### config.mk
export PLATFORM = sky130hd
export DESIGN_NAME = ahb_arbiter
export DESIGN_NICKNAME = d
export VERILOG_FILES = /design/src/rtl/ahb_arbiter.sv
export SDC_FILE = /design/constraint.sdc
export NUM_CORES = 1
export LEC_CHECK = 0
export ABC_AREA = 1
export CAP_MARGIN = 20
export CORE_AREA = 2 2 50 52
export CTS_CLUSTER_DIAMETER = 200
export DETAILED_ROUTE_END_ITERATION = 7
export DIE_AREA = 0 0 52 54
export PLACE_DENSITY = 0.83
export SYNTH_ARGS = -nofsm -noshare
export SYNTH_HDL_FRONTEND = slang
export SYNTH_SLANG_ARGS = --single-unit
### constraint.sdc
create_clock -name ahb_hclk -period 2.7 [get_ports ahb_hclk]
set_clock_uncertainty 0.05 [all_clocks]
set_input_delay 0.675 -clock ahb_hclk [delete_from_list [all_inputs] [get_ports ahb_hclk]]
set_output_delay 0.675 -clock ahb_hclk [all_outputs]
set_load 0.01 [all_outputs]
### src/rtl/ahb_arbiter.sv
// ----------------------------------------------------------------------------
// ahb_arbiter
//   Round-robin AHB bus arbiter. Shares the bus between NUM_MASTERS requesters
//   (pixel-read master, result-write master, external host, ...), honouring
//   fixed-length bursts, locked transfers and slave wait states.
//
// Ports
//   ahb_hclk      in   bus clock, all state updates on rising edge
//   ahb_hreset    in   synchronous active-high reset
//   ahb_hbusreq   in   [NUM_MASTERS] per-master bus request
//   ahb_hlock     in   [NUM_MASTERS] per-master locked-transfer request
//   ahb_htrans    in   [2] transfer type of the address-phase master
//   ahb_hburst    in   [3] burst type of the address-phase master
//   ahb_hready    in   slave ready; transfers accepted only when 1
//   ahb_hgrant    out  [NUM_MASTERS] one-hot registered grant
//   ahb_hmaster   out  [MIDX_W] index of master owning the address phase
//   ahb_hmastlock out  current address-phase transfer is locked
// ----------------------------------------------------------------------------
module ahb_arbiter #(
   parameter int unsigned NUM_MASTERS    = 4,
   parameter int unsigned MIDX_W         = 2,
   parameter int unsigned DEFAULT_MASTER = 0
) (
   input  logic                   ahb_hclk,
   input  logic                   ahb_hreset,
   input  logic [NUM_MASTERS-1:0] ahb_hbusreq,
   input  logic [NUM_MASTERS-1:0] ahb_hlock,
   input  logic [1:0]             ahb_htrans,
   input  logic [2:0]             ahb_hburst,
   input  logic                   ahb_hready,
   output logic [NUM_MASTERS-1:0] ahb_hgrant,
   output logic [MIDX_W-1:0]      ahb_hmaster,
   output logic                   ahb_hmastlock
);

   // Informational arbitration state; outputs do not depend on it.
   localparam logic [1:0] ST_PARK  = 2'd0;
   localparam logic [1:0] ST_OWN   = 2'd1;
   localparam logic [1:0] ST_BURST = 2'd2;
   localparam logic [1:0] ST_LOCK  = 2'd3;

   localparam logic [1:0] TR_IDLE   = 2'b00;
   localparam logic [1:0] TR_BUSY   = 2'b01;
   localparam logic [1:0] TR_NONSEQ = 2'b10;
   localparam logic [1:0] TR_SEQ    = 2'b11;

   localparam logic [MIDX_W-1:0]      DEF_IDX = MIDX_W'(DEFAULT_MASTER);
   localparam logic [NUM_MASTERS-1:0] DEF_GNT = NUM_MASTERS'(1) << DEFAULT_MASTER;

   logic [NUM_MASTERS-1:0] r_grant;
   logic [MIDX_W-1:0]      r_owner;
   logic [MIDX_W-1:0]      r_rr_ptr;
   logic [4:0]             r_cnt;
   logic [MIDX_W-1:0]      r_hmaster;
   logic                   r_mastlock;
   logic [1:0]             r_state;

   logic [4:0]             w_len_m1;
   logic [4:0]             w_cnt_next;
   logic                   w_lock_hold;
   logic                   w_hold;
   logic                   w_any_req;
   logic [MIDX_W-1:0]      w_winner;
   logic [1:0]             w_state_next;

   // Remaining beats after the NONSEQ beat; INCR is treated like SINGLE so
   // undefined-length bursts never hold the bus.
   always_comb begin
      w_len_m1 = '0;
      case (ahb_hburst)
         3'b010, 3'b011: w_len_m1 = 5'd3;
         3'b100, 3'b101: w_len_m1 = 5'd7;
         3'b110, 3'b111: w_len_m1 = 5'd15;
         default:        w_len_m1 = '0;
      endcase
   end

   always_comb begin
      w_cnt_next = r_cnt;
      if (ahb_hready) begin
         case (ahb_htrans)
            TR_NONSEQ: w_cnt_next = w_len_m1;
            TR_SEQ:    w_cnt_next = (r_cnt != '0) ? r_cnt - 5'd1 : r_cnt;
            TR_IDLE:   w_cnt_next = '0;
            TR_BUSY:   w_cnt_next = r_cnt;
            default:   w_cnt_next = r_cnt;
         endcase
      end
   end

   // r_mastlock keeps the grant through the final locked transfer, i.e. one
   // accepted transfer after the owner drops its lock request.
   assign w_lock_hold = ahb_hlock[r_owner] | r_mastlock;
   assign w_hold      = (w_cnt_next != '0) | w_lock_hold;
   assign w_any_req   = |ahb_hbusreq;

   // Search order is rr_ptr+1 .. rr_ptr (wrapping). Iterating from the far end
   // back to the nearest lets the last hit be the first requester in order.
   always_comb begin
      w_winner = DEF_IDX;
      for (int unsigned d = NUM_MASTERS; d >= 1; d--) begin
         if (ahb_hbusreq[MIDX_W'((32'(r_rr_ptr) + d) % NUM_MASTERS)]) begin
            w_winner = MIDX_W'((32'(r_rr_ptr) + d) % NUM_MASTERS);
         end
      end
   end

   always_comb begin
      w_state_next = r_state;
      if (ahb_hready) begin
         if (w_lock_hold)
            w_state_next = ST_LOCK;
         else if (w_cnt_next != '0)
            w_state_next = ST_BURST;
         else if (ahb_hbusreq[r_owner])
            w_state_next = ST_OWN;
         else
            w_state_next = ST_PARK;
      end
   end

   always_ff @(posedge ahb_hclk) begin
      if (ahb_hreset) begin
         r_grant    <= DEF_GNT;
         r_owner    <= DEF_IDX;
         r_rr_ptr   <= DEF_IDX;
         r_cnt      <= '0;
         r_hmaster  <= DEF_IDX;
         r_mastlock <= 1'b0;
         r_state    <= ST_PARK;
      end else if (ahb_hready) begin
         r_cnt      <= w_cnt_next;
         r_hmaster  <= r_owner;
         r_mastlock <= ahb_hlock[r_owner];
         r_state    <= w_state_next;
         if (!w_hold) begin
            r_owner <= w_winner;
            r_grant <= NUM_MASTERS'(1) << w_winner;
            if (w_any_req) begin
               r_rr_ptr <= w_winner;
            end
         end
      end
   end

   assign ahb_hgrant    = r_grant;
   assign ahb_hmaster   = r_hmaster;
   assign ahb_hmastlock = r_mastlock;

   a_burst_has_beats: assert property (@(posedge ahb_hclk) disable iff (ahb_hreset)
      (r_state == ST_BURST) |-> (r_cnt != '0));

endmodule

After elaboration in Yosys (flattened, before gate mapping)
Cells that the tools add are included.
Widths: inputs -> output; s select.
- flip-flop bits (word level): 16
- input bits: 16
- output and inout port bits: 7
- add/subtract/negate cells: 5
- $lt $le $gt $ge: 5
- equal/unequal tests: 9
- shifts and indexed selects: 1
- mux-type cells: 18
- bitwise operators: 3
- reduce and logical (&&, ||, !) cells: 9
- operators with widths (operator ; number):
    $pmux 5 s4 ; 1
    $lt 2x3->1 const B ; 5
    $eq 3x3->1 const B ; 4
    $pmux 4 s3 ; 1
    $bmux 1 s2 ; 5
    $mux 5 ; 2
    $reduce_bool 5->1 ; 2
    $mux 2 ; 4
    $eq 3x2->1 const B ; 2
    $reduce_or 2->1 ; 3
    $mux 1 ; 5
    $sub 5x1->5 const B ; 1
    $add 2x1->2 const B ; 2
    $add 2x2->2 const B ; 2
    $eq 2x2->1 const B ; 2
    $reduce_or 4->1 ; 1
    $shl 1x2->4 const A ; 1
    $reduce_and 3->1 ; 1
    $eq 2x1->1 const B ; 1
    $logic_not 2->1 ; 1
    $or 1x1->1 ; 2
    $reduce_and 2->1 ; 1
    $not 1->1 ; 1

Depth between registers and ports, before layout
- depth after elaboration: 9
- mapped depth: 14
- mapped depth without buffers: 14

Worst setup path after synthesis
Ideal clock, no wire load.
- path type: input to register
- start: input ahb_htrans[1]
- end: register r_grant[0], in the netlist ahb_hgrant[0]
- data arrival time: 1.634 ns
- data required time: 2.533 ns
- setup slack: 0.899 ns
- stages: 11
- cells stage by stage: inv_1 -> nand2_1 -> nand2_2 -> nand2_1 -> nand2_4 -> nor2_8 -> nand3b_4 -> nor2_8 -> nand2_2 -> a21oi_1 -> nand2_1
- word-level cells in the longest chain between the ends: 7
- ends and longest elaborated chain (element ; RTL line ; text):
    start, declared ; 28 ; input logic [1:0] ahb_htrans,
    $eq 2x1->1 (tied with other cells) ; 81 ; case (ahb_htrans)
    $pmux 5 s4 * ; 81 ;
    $mux 5 * ; 80 ; if (ahb_hready) begin
    $reduce_bool 5->1 * ; -- ;
    $or 1x1->1 * ; 94 ; assign w_hold = (w_cnt_next != '0) | w_lock_hold;
    $not 1->1 (no line) * ; -- ;
    $reduce_and 2->1 (no line) * ; -- ;
    end signal, assigned ; 138 ; r_grant <= NUM_MASTERS'(1) << w_winner;
    end, declared ; 50 ; logic [NUM_MASTERS-1:0] r_grant;
Mark *: on every way between the ends. The rest lies on a longest branch, timed or not.
A chain may end at the register's enable or synchronous reset.

Worst setup path after layout
- start: input ahb_hready
- end: register r_grant[3], in the netlist ahb_hgrant[3]
- word-level cells in the longest chain between the ends: 5
- ends and longest elaborated chain (element ; RTL line ; text):
    start, declared ; 30 ; input logic ahb_hready,
    $mux 5 ; 80 ;
    $reduce_bool 5->1 ; -- ;
    $or 1x1->1 ; 94 ;
    $not 1->1 (no line) ; -- ;
    $reduce_and 2->1 (no line) * ; -- ;
Marks and branches as above.

==> impl_results.md <==
* FF-to-FF End: ahb_hgrant[3]
* Die Y-Extent at 54 µm
* Final period util at 78.63%
* Antenna diode count at 0
* Initial antenna violation count at 0
* Avg Synthesized Cell Area at 6.643 µm²
* Clock Latency Late Sink at 290 ps
* WHS Endpoint: ahb_hgrant[1]
* Fin. Hold Viols at 0
* Status: finished clean
* Routed len/inst at 10.51 µm
* Post-DRT Antenna Nets at 0
* Family with the most delay on the worst path: simple AND/OR/NAND/NOR gates
* Worst r2r path cells at 14
* CTS resizes at 0
* Clock Sinks at 16
* VDD IR max at 0.0003874 V
* Max Cap Violations at 0
* IO buf count at 21
* Largest net degree at the start of global routing at 12
* Netlist cell types at 27
* Sequential area share after synthesis at 26.64%
* Core footprint at 2320 µm²
* Min-delay src: ahb_hgrant[1]
* Final worst setup slack at 577.1 ps
* Pwr/cell area at 452.1 nW/µm²
* Critical Path AT at 2290 ps
* Buf/Inv on CP at 3
* # rows at 18
* Share of cells above drive strength 1 at 18.23%
* Residual DRC at 0
* Reg clk slew, reported paths at 90 ps
* CP max-delay cell: clkdlybuf4s50_1
* Max clock buf depth at 2
* TritonCTS clock tree: built
* Final instance area at 1460 µm²
* Synth warn at 0
* Postcts setup bufs at 0
* Met1 WL at 1.071 mm
* Synthesized flop and latch total at 16
* Final setup viols at 0
* Fin. max-slew vios at 0
* Via count at 1,159
* Area delta synth->final at 21.44%
* Cell Chain, Critical Path: clkdlybuf4s50_1, buf_4, nand3_1, nand2_1, inv_2, nor2_4, nor2_8, nand2_2, nor2_2, nand2_2, nor2_4, nand2_1, a21oi_1
* Cts bufs inserted at 3
* Unrepaired setup endpoints after global routing: false
* CP Launch Type: input port
* Fin crit period at 2123 ps
* CTS root buf: clkbuf_4
* CP Depth at 13
* P_leak at 0.7039 nW
* Initial core utilization at 51.83%
* Iteration count of the initial detailed-routing pass at 5
* Dpl cell area at 1438 µm²
* Crit path required time at 2870 ps
* Max FO, Critical Path at 11
* Vias in the first global route at 1,072
* Vias/cell at 4.974
* Met3 WL at 81 µm
* Detailed Route WL at 2.449 mm
* Mapped Nets at 198
* Hold-fix buffers at CTS at 0
* Commonest non-fill, non-tap cell in the layout: nand2_1
* Slew @ Worst Pin at 383.1 ps
* Hold path cells at 2
* Final Power at 0.0006601 W
* Relative slew margins at 74.38%
* First-pass GRT wire length at 4.264 mm
* Full die area at 2808 µm²
* DP HPWL at 1.997 mm
* Critical Path Max Stage Delay at 460 ps
* GRT overflow at 0
* Hold slack final at 429.5 ps
* CP endpoint kind: flop
* Die Wd at 52 µm
* Post-Place Worst Slack at 255.2 ps
* Nets at 222
* Setup TNS at 0 ps
* DR top layer: met4
* GPL Wtd Cong at 0.8169
* Gr usage total at 20.00%
* R2R setup slack at 890 ps
* Synthesized cell area at 1202 µm²
* H-tree depth at 1
* Iteration-0 DRC count of the detailed router at 18
* Most frequent cells in the layout: 59 x nand2_1, 21 x inv_1, 21 x clkdlybuf4s50_1, 16 x dfxtp_1, 14 x nand3_1
* FMAX at 0.4711 GHz
* Met2 wire length at 1.266 mm
* Hold WC Path Type: flop to flop
* I/O Pins at 23
* Critical path class: input port to flop
* R2r startpoint: r_cnt[0]
* Post-Syn Instances at 181
==> state kept, by name (all words and copies together), names as in the netlist <==
name,count
r_cnt,5
ahb_hgrant,4
ahb_hmaster,2
r_owner,2
r_rr_ptr,2
ahb_hmastlock,1
==> report_power, final <==
group          switching, W  internal [W]  leakage (nW)  total, W
logic              0.000155      0.000111         0.560  0.000265
clock network     0.0000739     0.0000519        0.0138  0.000126
registers         0.0000163      0.000253         0.131  0.000269
total              0.000245      0.000415         0.704  0.000660
==> Yosys cell counts (all sizes together) <==
cell type	instances	share of area, %
a21oi	11	4.6
and2	1	0.73
buf	2	1.4
clkbuf	1	0.31
dfxtp	16	27
ha	1	1.0
inv	28	8.9
nand2	70	26
nand3	18	9.8
nand3b	3	2.9
nand4	4	2.1
nor2	18	11
o21ai	7	3.9
o21bai	1	0.94
==> layer usage <==
metal | vias up | GRT usage [%]
met1 | 523 | 22.86
met5 | - | 0
met3 | 4 | 1.667
met2 | 21 | 38.19
li1 | 611 | -
met4 | 0 | 7.895
==> worst min-delay path, stage by stage (launching register included) <==
cell and delay [ps]:
dfxtp_1 320, nand2_1 60, a21oi_1 60
==> cell families (layout without fill, tap and decap cells) <==
kind of cell / Yosys count / count (layout) / synth area share [%]
DFF: 16 / 16 / 26.64
and+or+nand+nor: 114 / 114 / 52.34
adders and majority gates: 1 / 1 / 1.040
buffers and inverters: 31 / 53 / 10.61
AOI/OAI and AO/OA: 19 / 19 / 9.365
==> through the flow <==
| step | cells | util, % |
|---|---|---|
| global placement | 230 | 61.97 |
| detailed placement | 230 | 61.97 |
| CTS | 233 | 62.94 |
| finish | 233 | 62.94 |
| floorplan | 181 | - |
| global route | 233 | 62.94 |
==> layout make-up <==
class                           count  area [µm²]
Sequential cell                    16       320.3
Timing Repair Buffer               22       217.7
Fill cell                         217       859.6
Inverter                           28       107.6
Tap cell                           30       37.54
Multi-Input combinational cell    134       754.5
Clock buffer                        3       22.52
==> worst max-delay path by stage <==
stage,to,slack [ps],start
floorplan,ahb_hgrant[0],900,ahb_htrans[1]
global placement,ahb_hgrant[0],300,ahb_hready
detailed placement,ahb_hgrant[3],260,ahb_hready
CTS,ahb_hgrant[3],540,ahb_hready
global route,ahb_hgrant[3],390,ahb_hready
finish,ahb_hgrant[3],580,ahb_hready
Power figures use the tool's default switching activity.
